$ cat config.mk
export PLATFORM = sky130hd
export DESIGN_NAME = cp0_exc_ctrl
export DESIGN_NICKNAME = d
export VERILOG_FILES = /design/src/rtl/cp0_exc_ctrl.sv
export SDC_FILE = /design/constraint.sdc
export NUM_CORES = 1
export LEC_CHECK = 0
export ABC_CLOCK_PERIOD_IN_PS = 3800
export BUFFER_PORTS_ARGS = -buffer_cell sky130_fd_sc_hd__buf_2
export CORE_ASPECT_RATIO = 1.75
export CORE_MARGIN = 3
export CORE_UTILIZATION = 40
export DETAILED_ROUTE_END_ITERATION = 16
export PLACE_DENSITY = 0.75
export SLEW_MARGIN = 20
export SYNTH_ARGS = -nofsm -noshare
export SYNTH_HDL_FRONTEND = slang
export SYNTH_SLANG_ARGS = --single-unit
$ cat constraint.sdc
create_clock -name clk -period 3.8 [get_ports clk]
set_input_delay 0 -clock clk [delete_from_list [all_inputs] [get_ports clk]]
set_output_delay 0 -clock clk [all_outputs]
set_load 0.02 [all_outputs]
$ cat src/rtl/cp0_exc_ctrl.sv
// cp0_exc_ctrl: coprocessor-0 exception/interrupt controller.
// Holds SR/Cause/EPC/PRId, arbitrates interrupts against the datapath's
// exception code, raises req and services mtc0/mfc0/eret.
// Optional timer (Count/Compare driving IP[15]) is enabled by CP0_TIMER_EN.
module cp0_exc_ctrl #(
  parameter int          HW_INT_NUM = 6,
  parameter logic [31:0] PRID       = 32'h2024_0005,
  parameter logic [31:0] HANDLER_PC = 32'h0000_4180
) (
  input  logic                  clk,
  input  logic                  reset,
  input  logic                  en,
  input  logic [4:0]            CP0_Addr,
  input  logic [31:0]           CP0_In,
  input  logic [31:0]           VPC,
  input  logic                  BDIn,
  input  logic [4:0]            Exception,
  input  logic [HW_INT_NUM-1:0] HWInt,
  input  logic                  EXLClr,
  output logic [31:0]           CP0_Out,
  output logic [31:0]           EPC_Out,
  output logic [31:0]           Handler_Out,
  output logic                  req
);

  localparam logic [4:0] A_COUNT = 5'd9;
  localparam logic [4:0] A_CMP   = 5'd11;
  localparam logic [4:0] A_SR    = 5'd12;
  localparam logic [4:0] A_CAUSE = 5'd13;
  localparam logic [4:0] A_EPC   = 5'd14;
  localparam logic [4:0] A_PRID  = 5'd15;

  logic [5:0]  sr_im;
  logic        sr_exl, sr_ie;
  logic        cause_bd;
  logic [5:0]  ip_q, ip_nxt, ip_eff;
  logic [4:0]  exc_q;
  logic [31:0] epc_q, epc_nxt;
  logic        int_req, exc_req, wr;

  // Widen the external lines onto the 6-bit IP field; unused bits stay 0
  always_comb begin
    ip_nxt = '0;
    for (int i = 0; i < HW_INT_NUM; i++) ip_nxt[i] = HWInt[i];
  end

`ifdef CP0_TIMER_EN
  logic [31:0] count_q, cmp_q;
  logic        tmr_pend;

  // Free-running Count, writable Compare, sticky match flag cleared by a Compare write
  always_ff @(posedge clk) begin
    if (reset) begin
      count_q  <= '0;
      cmp_q    <= '0;
      tmr_pend <= 1'b0;
    end else begin
      count_q <= (wr && CP0_Addr == A_COUNT) ? CP0_In : count_q + 32'd1;
      if (wr && CP0_Addr == A_CMP) begin
        cmp_q    <= CP0_In;
        tmr_pend <= 1'b0;
      end else if (count_q == cmp_q && cmp_q != 32'd0) begin
        tmr_pend <= 1'b1;
      end
    end
  end

  assign ip_eff = {ip_q[5] | tmr_pend, ip_q[4:0]};
`else
  assign ip_eff = ip_q;
`endif

  // Reset forces req low so a stale exception code cannot redirect the PC
  assign int_req = (|(ip_eff & sr_im)) & sr_ie & ~sr_exl & ~reset;
  assign exc_req = (Exception != 5'd0) & ~sr_exl & ~reset;
  assign req     = int_req | exc_req;
  assign wr      = en & ~req;
  assign epc_nxt = (BDIn ? VPC - 32'd4 : VPC) & ~32'd3;

  assign EPC_Out     = epc_q;
  assign Handler_Out = HANDLER_PC;

  // Architectural state: mtc0 first, then eret, then exception entry overrides
  always_ff @(posedge clk) begin
    if (reset) begin
      sr_im    <= '0;
      sr_exl   <= 1'b0;
      sr_ie    <= 1'b0;
      cause_bd <= 1'b0;
      ip_q     <= '0;
      exc_q    <= '0;
      epc_q    <= '0;
    end else begin
      ip_q <= ip_nxt;
      if (wr && CP0_Addr == A_SR) begin
        sr_im  <= CP0_In[15:10];
        sr_exl <= CP0_In[1];
        sr_ie  <= CP0_In[0];
      end
      if (wr && CP0_Addr == A_EPC) epc_q <= {CP0_In[31:2], 2'b00};
      if (EXLClr) sr_exl <= 1'b0;
      if (req) begin
        sr_exl   <= 1'b1;
        exc_q    <= int_req ? 5'd0 : Exception;
        cause_bd <= BDIn;
        epc_q    <= epc_nxt;
      end
    end
  end

  // mfc0 read mux
  always_comb begin
    CP0_Out = '0;
    case (CP0_Addr)
      A_SR:    CP0_Out = {16'b0, sr_im, 8'b0, sr_exl, sr_ie};
      A_CAUSE: CP0_Out = {cause_bd, 15'b0, ip_eff, 3'b0, exc_q, 2'b0};
      A_EPC:   CP0_Out = epc_q;
      A_PRID:  CP0_Out = PRID;
`ifdef CP0_TIMER_EN
      A_COUNT: CP0_Out = count_q;
      A_CMP:   CP0_Out = cmp_q;
`endif
      default: CP0_Out = '0;
    endcase
  end

endmodule
==> impl_metrics.csv, run 1 <==
group,metric,value,unit
cts,cts.hold.buffers_added,20,
logic_synthesis,synth-seq-area-share,29.53,%
power,irDropWorstVdd,162.5,uV
die,floorplan.initialDensity,42.00,%
critical_path,worst-endpoint-arrival,2.72,ns
cells_and_area,diodes,0,
logic_synthesis,synthesis.instances,419,
cts,worst_setup_hold_path_clk_slew,0.06,ns
cts,setup_buffers_after_cts,0,
cts,postCtsResizedCells,0,
grt,grt_max_degree,44,
critical_path,crit_slowest_cell,"dlygate4sd3_1",
grt,grt_antenna_before_repair,0,
cts,cts.path.max_buffers,2,
timing,holdWs,0.01237,ns
power,p_clk_share,33.5,%
power,p_total,1443,uW
critical_path,critical_path_required,4.02,ns
critical_path,crit_family,"buffers and inverters",
outcome,result_of_the_run,"completed",
die,top_level_ports,182,
die,chip_width,75.59,microns
critical_path,regToRegSetupSlack,1.32,ns
critical_path,r2r.worst_path.cells,7,
cells_and_area,drive_gt1_share,30.09,%
power,sequential_power_share,41.4,%
die,die_y,127.8,microns
drt,detailedRoute.firstIterationViolations,229,
critical_path,sort_of_element_at_the_end_of_the_critical_path,"flop",
placement,dp_hpwl,8418,microns
grt,overflow,0,
die,design.die.area,9658,sq um
cells_and_area,area_delta_synth_final,28.94,%
timing,slew_headroom,33.71,%
cts,ctsRootBufferMaster,"clkbuf_16",
placement,place_congestion,0.8956,
timing,setup_viol_count_final,0,
cells_and_area,instances_no_fill,655,
timing,drv_slew,0,
cells_and_area,final_nets,650,
critical_path,regToRegEndpoint,"EPC_Out[26]",
critical_path,setup.worst_path.end,"EPC_Out[26]",
cts,cts.htree.levels,2,
cts,cts_inserted_buffers,5,
placement,dpl.cell_count,627,
timing,fmax,400.0,MHz
cells_and_area,fillerInstances,798,
die,placementRows,43,
drt,final_antenna_net_count,0,
power,static-leakage-power,0.001971,uW
critical_path,critical_path_depth,9,
timing,final.setup_skew,0.006530,ns
logic_synthesis,synthDistinctLibCells,44,
power,power_per_standard_cell_area,330.1,nW/um^2
critical_path,timing.setup.critical_path_class,"in2reg",
cts,clock_sinks,50,
grt,first_global_vias,3309,
placement,portbufs,145,
grt,global_route_wire_length_before_repair,16190,microns
drt,drc_errors,0,
drt,wl,10940,microns
timing,grt_setup_unrepaired,"false",
cts,cts_tree,"built",
timing,worst-slew-pin-transition,0.9944,ns
timing,period_minus_ws_final,2.500,ns
power,pint,1002,uW
power,combPwrFrac,25.2,%
drt,vias,3553,
hold_path,worstHoldPathType,"in2reg",
critical_path,critical_path.n_buffers_inverters,4,
logic_synthesis,synthesis.yosys.warnings,0,
die,core_area,8070,sq um
logic_synthesis,post_synth.cell_area_avg,8.090,sq um
drt,post_drt_via_cell_ratio,5.424,
grt,global_route.usage.total,21.82,%
logic_synthesis,ys_ff_latch,50,
critical_path,setup.worst_path.start,"Exception[1]",
critical_path,max_stage_delay,0.54,ns
placement,place_area,4004,sq um
critical_path,timing.critical_path.from_type,"input pin",
critical_path,crit_path_max_fanout,39,
logic_synthesis,synthesis.area,3390,sq um
cells_and_area,finalInstanceArea,4370,sq um
timing,timing.final.hold_violations,0,
critical_path,regToRegStartpoint,"sr_im[0]",
run,maxCapViolations,0,
power,switchingPower,441.0,uW
timing,min_period_over_period,65.79,%
power,switching_share,30.56,%
timing,finalSetupTns,0,ns
drt,drt_pass1_iterations,4,
critical_path,crit_chain,"dlygate4sd3_1 > buf_2 > nor3_1 > nand2_1 > o21ai_2 > buf_4 > inv_1 > or3_1 > o21ai_1",
cts,clkLatencyLatePin,0.29,ns
drt,avgRoutedWirePerCell,16.70,microns
[placed cells by master, fill, tap and decap left out, types with 4 or more instances in the layout]
| cell type | netlist | layout |
|---|---|---|
| xor2_1 | 12 | 12 |
| nand3_1 | 7 | 7 |
| nor4_1 | 8 | 8 |
| clkbuf_16 | 0 | 5 |
| nor3_1 | 14 | 14 |
| nand4_1 | 6 | 6 |
| xnor2_1 | 14 | 14 |
| buf_2 | 6 | 145 |
| nand2_1 | 13 | 13 |
| nor2_1 | 59 | 59 |
| a22oi_1 | 13 | 13 |
| inv_1 | 4 | 4 |
| dlygate4sd3_1 | 0 | 20 |
| mux2i_1 | 31 | 31 |
| nor2b_1 | 21 | 21 |
| dfxtp_1 | 50 | 50 |
| a21oi_1 | 10 | 10 |
| conb_1 | 2 | 34 |
| or3_1 | 8 | 8 |
| and3_1 | 17 | 16 |
| a211oi_1 | 38 | 38 |
[kinds of logic after synthesis]
kind of cell,share of synthesized area [%]
AOI/OAI and AO/OA,15.50
xor gates and xnor gates,6.718
adders and majority gates,0.3691
buffers and inverters,11.41
DFF,29.53
muxes,9.155
other,0.2216
and+or+nand+nor,27.10
[worst register-to-register path, stage by stage, from the launching register on]
cell,delay (ns)
dfxtp_1,0.32
a22oi_1,0.29
a31oi_1,0.18
o21ai_2,0.14
buf_4,0.37
inv_1,0.53
or3_1,0.51
o21ai_1,0.08
[area by class of cell]
cell class                      instances  area (sq um)  area share, %
Clock buffer                            8         166.4          3.808
Inverter                                4         15.01         0.3435
Multi-Input combinational cell        335          2127          48.67
Sequential cell                        50          1001          22.90
Tap cell                               90         112.6          2.577
Timing Repair Buffer                  168         948.4          21.70
[cell usage after synthesis]
cell | n | area, sq um
nor2_1 | 59 | 221.5
dfxtp_1 | 50 | 1001
a211oi_1 | 38 | 285.3
buf_4 | 35 | 262.8
mux2i_1 | 31 | 310.3
nor2b_1 | 21 | 131.4
clkbuf_1 | 19 | 71.32
and3_1 | 17 | 106.4
nor3_1 | 14 | 70.07
xnor2_1 | 14 | 122.6
a22oi_1 | 13 | 97.59
nand2_1 | 13 | 48.80
xor2_1 | 12 | 105.1
a21oi_1 | 10 | 50.05
nor4_1 | 8 | 50.05
or3_1 | 8 | 50.05
nand3_1 | 7 | 35.03
buf_2 | 6 | 30.03
nand4_1 | 6 | 37.54
inv_1 | 4 | 15.01
o21ai_0 | 3 | 15.01
or2_2 | 3 | 18.77
a311oi_1 | 2 | 17.52
buf_1 | 2 | 7.510
conb_1 | 2 | 7.510
nand3b_1 | 2 | 15.01
nor4_4 | 2 | 42.54
or4_1 | 2 | 15.01
a311oi_2 | 1 | 15.01
a31oi_1 | 1 | 6.260
and3b_1 | 1 | 8.760
ha_1 | 1 | 12.51
nand3_2 | 1 | 10.01
nor3b_1 | 1 | 7.510
nor4_2 | 1 | 12.51
nor4bb_1 | 1 | 10.01
o21ai_1 | 1 | 5.000
o21ai_2 | 1 | 8.760
o31a_1 | 1 | 8.760
o31ai_1 | 1 | 7.510
o41ai_1 | 1 | 8.760
or3_2 | 1 | 7.510
or3b_2 | 1 | 8.760
or4_4 | 1 | 11.26
[sequential cells by signal, indices dropped and copies added, names as in the netlist]
name and flops:
exc_q 5, sr_ie 1, sr_exl 1, ip_eff 6, sr_im 6, cause_bd 1, EPC_Out 30
[metal layers]
metal,global-route usage [%],share of wire [%],up-vias
met1,23.73,38,1658
li1,-,-,1721
met3,2.904,5.3,21
met5,0,0,-
met4,7.930,2.5,0
met2,40.86,54,153
[worst min path at each step]
stage | slack, ns | cells past startpoint | endpoint | from
3_5_place_dp | 0.21 | 2 | ip_eff[5] | HWInt[5]
2_1_floorplan | 0.10 | 1 | sr_exl | EXLClr
4_1_cts | 0.007 | 3 | cause_bd | BDIn
5_1_grt | 0.04 | 3 | cause_bd | BDIn
3_3_place_gp | 0.21 | 2 | ip_eff[3] | HWInt[3]
6_report | 0.01 | 3 | cause_bd | BDIn
[per-stage QoR]
step	utilization, %	setup WS [ns]
global placement	49.61	1.386
finish	54.16	1.300
floorplan	-	2.000
detailed placement	49.61	1.354
CTS	54.16	1.339
global route	54.16	1.074
[power by group through the flow]
| stage | sequential (uW) | combinational (uW) | clock [uW] |
|---|---|---|---|
| floorplan | 638 | 205 | 0 |
| CTS | 597 | 362 | 492 |
| global placement | 606 | 340 | 0 |
| finish | 597 | 363 | 483 |
| global route | 603 | 393 | 511 |
| detailed placement | 608 | 344 | 0 |
No activity file was read; power rests on OpenSTA's default activity.
==> inputs of run 2 (changes only) <==
--- a/config.mk
+++ b/config.mk
@@ -5,13 +5,14 @@
 export SDC_FILE = /design/constraint.sdc
 export NUM_CORES = 1
 export LEC_CHECK = 0
-export ABC_CLOCK_PERIOD_IN_PS = 3800
+export ABC_AREA = 1
+export ABC_CLOCK_PERIOD_IN_PS = 2100
 export BUFFER_PORTS_ARGS = -buffer_cell sky130_fd_sc_hd__buf_2
 export CORE_ASPECT_RATIO = 1.75
 export CORE_MARGIN = 3
 export CORE_UTILIZATION = 40
 export DETAILED_ROUTE_END_ITERATION = 16
-export PLACE_DENSITY = 0.75
+export PLACE_DENSITY = 0.76
 export SLEW_MARGIN = 20
 export SYNTH_ARGS = -nofsm -noshare
 export SYNTH_HDL_FRONTEND = slang
==> constraint.sdc (replaced) <==
create_clock -name clk -period 2.1 [get_ports clk]
set_input_delay 0 -clock clk [delete_from_list [all_inputs] [get_ports clk]]
set_output_delay 0 -clock clk [all_outputs]
set_load 0.02 [all_outputs]
==> impl_metrics.csv, run 2 <==
group,metric,value,unit
power,p_clk_share,31.9,%
logic_synthesis,synthDistinctLibCells,43,
die,core_area,9094,sq um
grt,first_global_vias,3867,
cells_and_area,layout_commonest_cell,"nand2_1",
grt,grt_antenna_before_repair,0,
logic_synthesis,synth_async_sr_flop_share,0,%
power,irDropWorstVdd,467.1,uV
timing,slew_headroom,63.39,%
drt,final_antenna_net_count,0,
logic_synthesis,synthMostInstantiatedCell,"nand2_1",
drt,drt_pass1_iterations,6,
timing,timing.final.hold_violations,0,
drt,post_drt_via_cell_ratio,4.666,
die,floorplan.initialDensity,40.92,%
run,maxCapViolations,0,
timing,setup_viol_count_final,0,
die,die_y,133.6,microns
cts,clock_sinks,50,
power,combPwrFrac,26.7,%
cells_and_area,layout.core_utilization,52.46,%
timing,min_period_over_period,76.98,%
drt,avgRoutedWirePerCell,13.48,microns
logic_synthesis,synth-seq-area-share,26.90,%
cts,worst_setup_hold_path_clk_slew,0.07,ns
placement,dp_hpwl,9450,microns
power,sequential_power_share,41.5,%
outcome,result_of_the_run,"completed",
die,top_level_ports,182,
die,placementRows,46,
drt,wl,11860,microns
logic_synthesis,synthesis.instances,601,
die,design.die.area,10540,sq um
cells_and_area,largest_reg_flops,30,
timing,worst-slew-pin-transition,0.5491,ns
logic_synthesis,synth_top_cell_area_share,26.90,%
logic_synthesis,post_synth.cell_area_avg,6.191,sq um
drt,detailedRoute.firstIterationViolations,193,
critical_path,sort_of_element_at_the_end_of_the_critical_path,"flop",
cts,ctsRootBufferMaster,"clkbuf_16",
logic_synthesis,dominantRegCellSynth,"dfxtp_1",
timing,finalSetupTns,0,ns
logic_synthesis,synthesis.area,3721,sq um
cells_and_area,drive_gt1_share,26.32,%
placement,portbufs,145,
cts,cts.htree.levels,2,
logic_synthesis,synth_top_cells_by_count,"nand2_1 (187), nor2_1 (77), inv_1 (62), dfxtp_1 (50), buf_4 (37)",
cts,postCtsResizedCells,0,
cells_and_area,layout_common_cells,"nand2_1 (187), buf_2 (145), nor2_1 (77)",
timing,drv_slew,0,
cells_and_area,area_delta_synth_final,28.21,%
cells_and_area,fillerInstances,975,
critical_path,r2r.worst_path.cells,9,
timing,fmax,618.6,MHz
grt,grt_max_degree,45,
logic_synthesis,cells_taking_the_most_area_after_synthesis,"dfxtp_1 (27%), nand2_1 (19%), nor2_1 (7.8%), buf_4 (7.5%), inv_1 (6.3%)",
die,chip_width,78.91,microns
power,static-leakage-power,0.002369,uW
drt,drc_errors,0,
grt,global_route_wire_length_before_repair,18640,microns
grt,global_route.usage.total,22.38,%
power,switchingPower,831.2,uW
grt,overflow,0,
logic_synthesis,synth_enable_flop_cells,0,
logic_synthesis,synth.largest_area_cell,"dfxtp_1",
timing,grt_setup_unrepaired,"false",
timing,holdWs,0.001913,ns
critical_path,timing.critical_path.from_type,"flop",
hold_path,worstHoldPathType,"in2reg",
critical_path,worst-endpoint-arrival,1.77,ns
cts,cts_tree,"built",
logic_synthesis,ys_ff_latch,50,
drt,vias,4106,
critical_path,crit_path_max_fanout,14,
critical_path,critical_path_required,2.25,ns
placement,place_congestion,0.8793,
power,pint,1735,uW
critical_path,timing.setup.critical_path_class,"reg2reg",
timing,period_minus_ws_final,1.617,ns
power,switching_share,32.39,%
cts,cts.path.max_buffers,2,
logic_synthesis,synthesis.yosys.warnings,0,
cells_and_area,final_nets,845,
cts,cts_inserted_buffers,5,
hold_path,worstHoldPathCells,3,
cts,clkLatencyLatePin,0.29,ns
power,power_per_standard_cell_area,538.0,nW/um^2
cells_and_area,diodes,0,
timing,final.setup_skew,0.006043,ns
run 2: layout make-up:
| class | instances | area (sq um) | area share [%] |
|---|---|---|---|
| clock inverters | 1 | 5.005 | 0.1049 |
| clock buffers | 7 | 142.6 | 2.990 |
| flip-flops and latches | 50 | 1001 | 20.98 |
| well taps | 120 | 150.1 | 3.147 |
| repair buffers | 171 | 983.4 | 20.61 |
| multi-input cells | 461 | 2221 | 46.55 |
| inverters | 70 | 267.8 | 5.612 |
run 2: path summary, 6_finish.rpt:
| check | start | endpoint | slack, ns |
|---|---|---|---|
| setup / recovery | sr_im[3] | EPC_Out[31] | 0.48 |
| hold / removal | CP0_In[3] | EPC_Out[3] | 0.002 |
| setup reg to reg | sr_im[3] | EPC_Out[31] | 0.48 |
| hold reg to reg | exc_q[3] | exc_q[3] | 0.46 |
run 2: routing by layer:
layer	share of wire [%]	up-vias	global-route usage, %
met1	37	1802	23.95
met5	0	-	0
met2	54	150	42.53
li1	-	2126	-
met3	4.8	28	2.774
met4	3.8	0	10.04
run 2: timing repair:
item | 4_1_cts | 5_1_grt
setup buffers | 0 | 0
hold buffers | 20 | 0
hold endpoints to repair | 20 | 0
run 2: power by group through the flow:
stage	combinational, uW	sequential, uW	clock [uW]
floorplan	403	1140	0
global placement	649	1080	0
detailed placement	652	1080	0
CTS	684	1060	830
global route	751	1070	866
finish	684	1060	818
run 2: per-stage QoR:
step                setup WS [ns]  power, uW  cell area, sq um  instances
finish                     0.4835       2567              4771        880
global route               0.3479       2691              4771        880
CTS                        0.4879       2578              4771        880
detailed placement         0.5121       1737              4423        852
global placement           0.5310       1733              4423        852
floorplan                  0.7824       1543              3841        633
run 2: critical path: stages, from the launching register on:
cell     delay [ns]
dfxtp_1        0.32
nand2_1        0.10
nand3_2        0.10
o21ai_4        0.23
nand2_2        0.09
nand2_4        0.16
buf_4          0.23
o21ai_1        0.09
nand2_1        0.09
a21oi_1        0.06
run 2: cell families after synthesis:
logic type / share of synthesized area [%]
simple gates: 37.09
buf+inv: 16.64
compound gates: 15.30
flops: 26.90
xor+xnor: 3.531
other cells: 0.2018
fa+ha+maj: 0.3362
==> inputs of run 3 (changes only) <==
--- a/config.mk
+++ b/config.mk
@@ -6,7 +6,7 @@
 export NUM_CORES = 1
 export LEC_CHECK = 0
 export ABC_AREA = 1
-export ABC_CLOCK_PERIOD_IN_PS = 2100
+export ABC_CLOCK_PERIOD_IN_PS = 1400
 export BUFFER_PORTS_ARGS = -buffer_cell sky130_fd_sc_hd__buf_2
 export CORE_ASPECT_RATIO = 1.75
 export CORE_MARGIN = 3
==> constraint.sdc (replaced) <==
create_clock -name clk -period 1.4 [get_ports clk]
set_input_delay 0 -clock clk [delete_from_list [all_inputs] [get_ports clk]]
set_output_delay 0 -clock clk [all_outputs]
set_load 0.02 [all_outputs]
==> impl_metrics.csv, run 3 (synthesized netlist as in run 2, its figures left out) <==
group,metric,value,unit
outcome,result_of_the_run,"complete, but fails checks",
outcome,violations,"negative setup slack",
critical_path,regToRegSetupSlack,-0.07,ns
grt,grt_antenna_before_repair,0,
die,core_area,9094,sq um
timing,min_period_over_period,105.2,%
hold_path,worstHoldPathType,"in2reg",
drt,avgRoutedWirePerCell,13.77,microns
timing,fmax,679.2,MHz
placement,place_congestion,0.9308,
timing,drv_slew,0,
drt,vias,4292,
die,design.die.area,10540,sq um
drt,wl,12510,microns
critical_path,crit_path_max_fanout,7,
cts,cts_tree,"built",
die,floorplan.initialDensity,40.92,%
cells_and_area,drive_gt1_share,33.97,%
timing,holdWs,0.02009,ns
cells_and_area,area_delta_synth_final,40.79,%
grt,grt_max_degree,24,
hold_path,timing.hold.worst_endpoint,"EPC_Out[2]",
critical_path,sort_of_element_at_the_end_of_the_critical_path,"flop",
cts,cts.path.max_buffers,2,
cells_and_area,layout_commonest_cell,"nand2_1",
cts,worst_setup_hold_path_clk_slew,0.07,ns
grt,global_route_wire_length_before_repair,19780,microns
die,top_level_ports,182,
power,irDropWorstVdd,602.3,uV
cells_and_area,fillerInstances,927,
drt,drt_pass1_iterations,4,
cts,clkLatencyLatePin,0.29,ns
cts,cts_inserted_buffers,5,
critical_path,timing.setup.critical_path_class,"reg2reg",
cells_and_area,layout_common_cells,"nand2_1 (162), buf_2 (144), nor2_1 (76)",
critical_path,r2r.worst_path.cells,10,
hold_path,timing.hold.worst.start,"CP0_In[2]",
drt,detailedRoute.firstIterationViolations,258,
cells_and_area,final_nets,874,
cells_and_area,largest_reg_flops,30,
critical_path,regToRegStartpoint,"sr_im[2]",
critical_path,regToRegEndpoint,"EPC_Out[31]",
die,placementRows,46,
grt,first_global_vias,4131,
die,die_y,133.6,microns
die,chip_width,78.91,microns
cts,ctsRootBufferMaster,"clkbuf_16",
placement,dp_hpwl,9850,microns
power,power_per_standard_cell_area,793.6,nW/um^2
drt,post_drt_via_cell_ratio,4.722,
critical_path,worst-endpoint-arrival,1.69,ns
timing,timing.final.hold_violations,0,
power,p_total,4157,uW
grt,overflow,0,
timing,setup_viol_count_final,21,
timing,grt_setup_unrepaired,"true",
timing,final.setup_skew,0.006037,ns
power,static-leakage-power,0.002603,uW
hold_path,worstHoldPathCells,3,
placement,portbufs,145,
cts,cts.htree.levels,2,
cts,clock_sinks,50,
timing,period_minus_ws_final,1.472,ns
cells_and_area,diodes,0,
run,maxCapViolations,0,
critical_path,timing.critical_path.from_type,"flop",
drt,final_antenna_net_count,0,
critical_path,critical_path_required,1.62,ns
drt,drc_errors,0,
grt,global_route.usage.total,23.69,%
timing,post-route-worst-setup-slack,-0.07236,ns
[run 3: per-stage QoR]
step / TNS, ns / worst slack, ns / std cells / area (sq um) / util [%]
2_1_floorplan: 0 / 0.08237 / 633 / 3841 / -
3_3_place_gp: -0.08562 / -0.02703 / 875 / 4608 / 50.67
3_5_place_dp: -0.1990 / -0.03713 / 875 / 4608 / 50.67
4_1_cts: -0.5257 / -0.03859 / 910 / 5156 / 56.70
5_1_grt: -3.598 / -0.1540 / 909 / 5239 / 57.61
6_report: -0.6942 / -0.07236 / 909 / 5239 / 57.61
[run 3: area by class of cell]
| cell class | count | area [sq um] | area share [%] |
|---|---|---|---|
| Multi-Input combinational cell | 461 | 2356 | 44.97 |
| Clock buffer | 7 | 132.6 | 2.532 |
| Timing Repair Buffer | 200 | 1276 | 24.36 |
| Clock inverter | 1 | 30.03 | 0.5732 |
| Sequential cell | 50 | 1013 | 19.35 |
| Inverter | 70 | 280.3 | 5.350 |
| Tap cell | 120 | 150.1 | 2.866 |
[run 3: power by group]
group | total [uW] | switching [uW] | internal, uW
Clock | 1370 | 529 | 846
Combinational | 1180 | 726 | 451
Sequential | 1610 | 77.0 | 1530
[run 3: timing repair]
| item | 4_1_cts | 5_1_grt |
|---|---|---|
| endpoints found under the setup margin | 33 | 39 |
| hold buffers | 22 | 0 |
| gates resized for setup | 37 | 35 |
| setup buffers | 4 | 0 |
| pin swaps | 13 | 18 |
| cloned | 1 | 0 |
| endpoints found under the hold margin | 21 | 0 |
[run 3: critical path, cell delays in order (launching register included)]
cell	delay [ns]
dfxtp_2	0.33
nand2_2	0.08
nand3_2	0.10
o21ai_4	0.19
buf_6	0.12
a21boi_4	0.05
buf_12	0.15
buf_12	0.14
nand3_1	0.06
nand2_1	0.05
a21oi_1	0.12
[run 3: routing by layer]
metal	GRT usage, %	routed length, microns	part of all wire [%]
met1	25.28	4550	36
met2	45.98	6957	56
met3	2.233	611	4.9
met4	9.847	395	3.2
met5	0	0	0
[run 3: worst max-delay path by stage]
stage | startpoint | to | slack [ns]
floorplan | sr_im[2] | EPC_Out[29] | 0.08
global placement | ip_eff[2] | EPC_Out[27] | -0.03
detailed placement | ip_eff[2] | EPC_Out[28] | -0.04
CTS | ip_eff[1] | EPC_Out[27] | -0.04
global route | sr_im[2] | EPC_Out[24] | -0.15
finish | sr_im[2] | EPC_Out[31] | -0.07
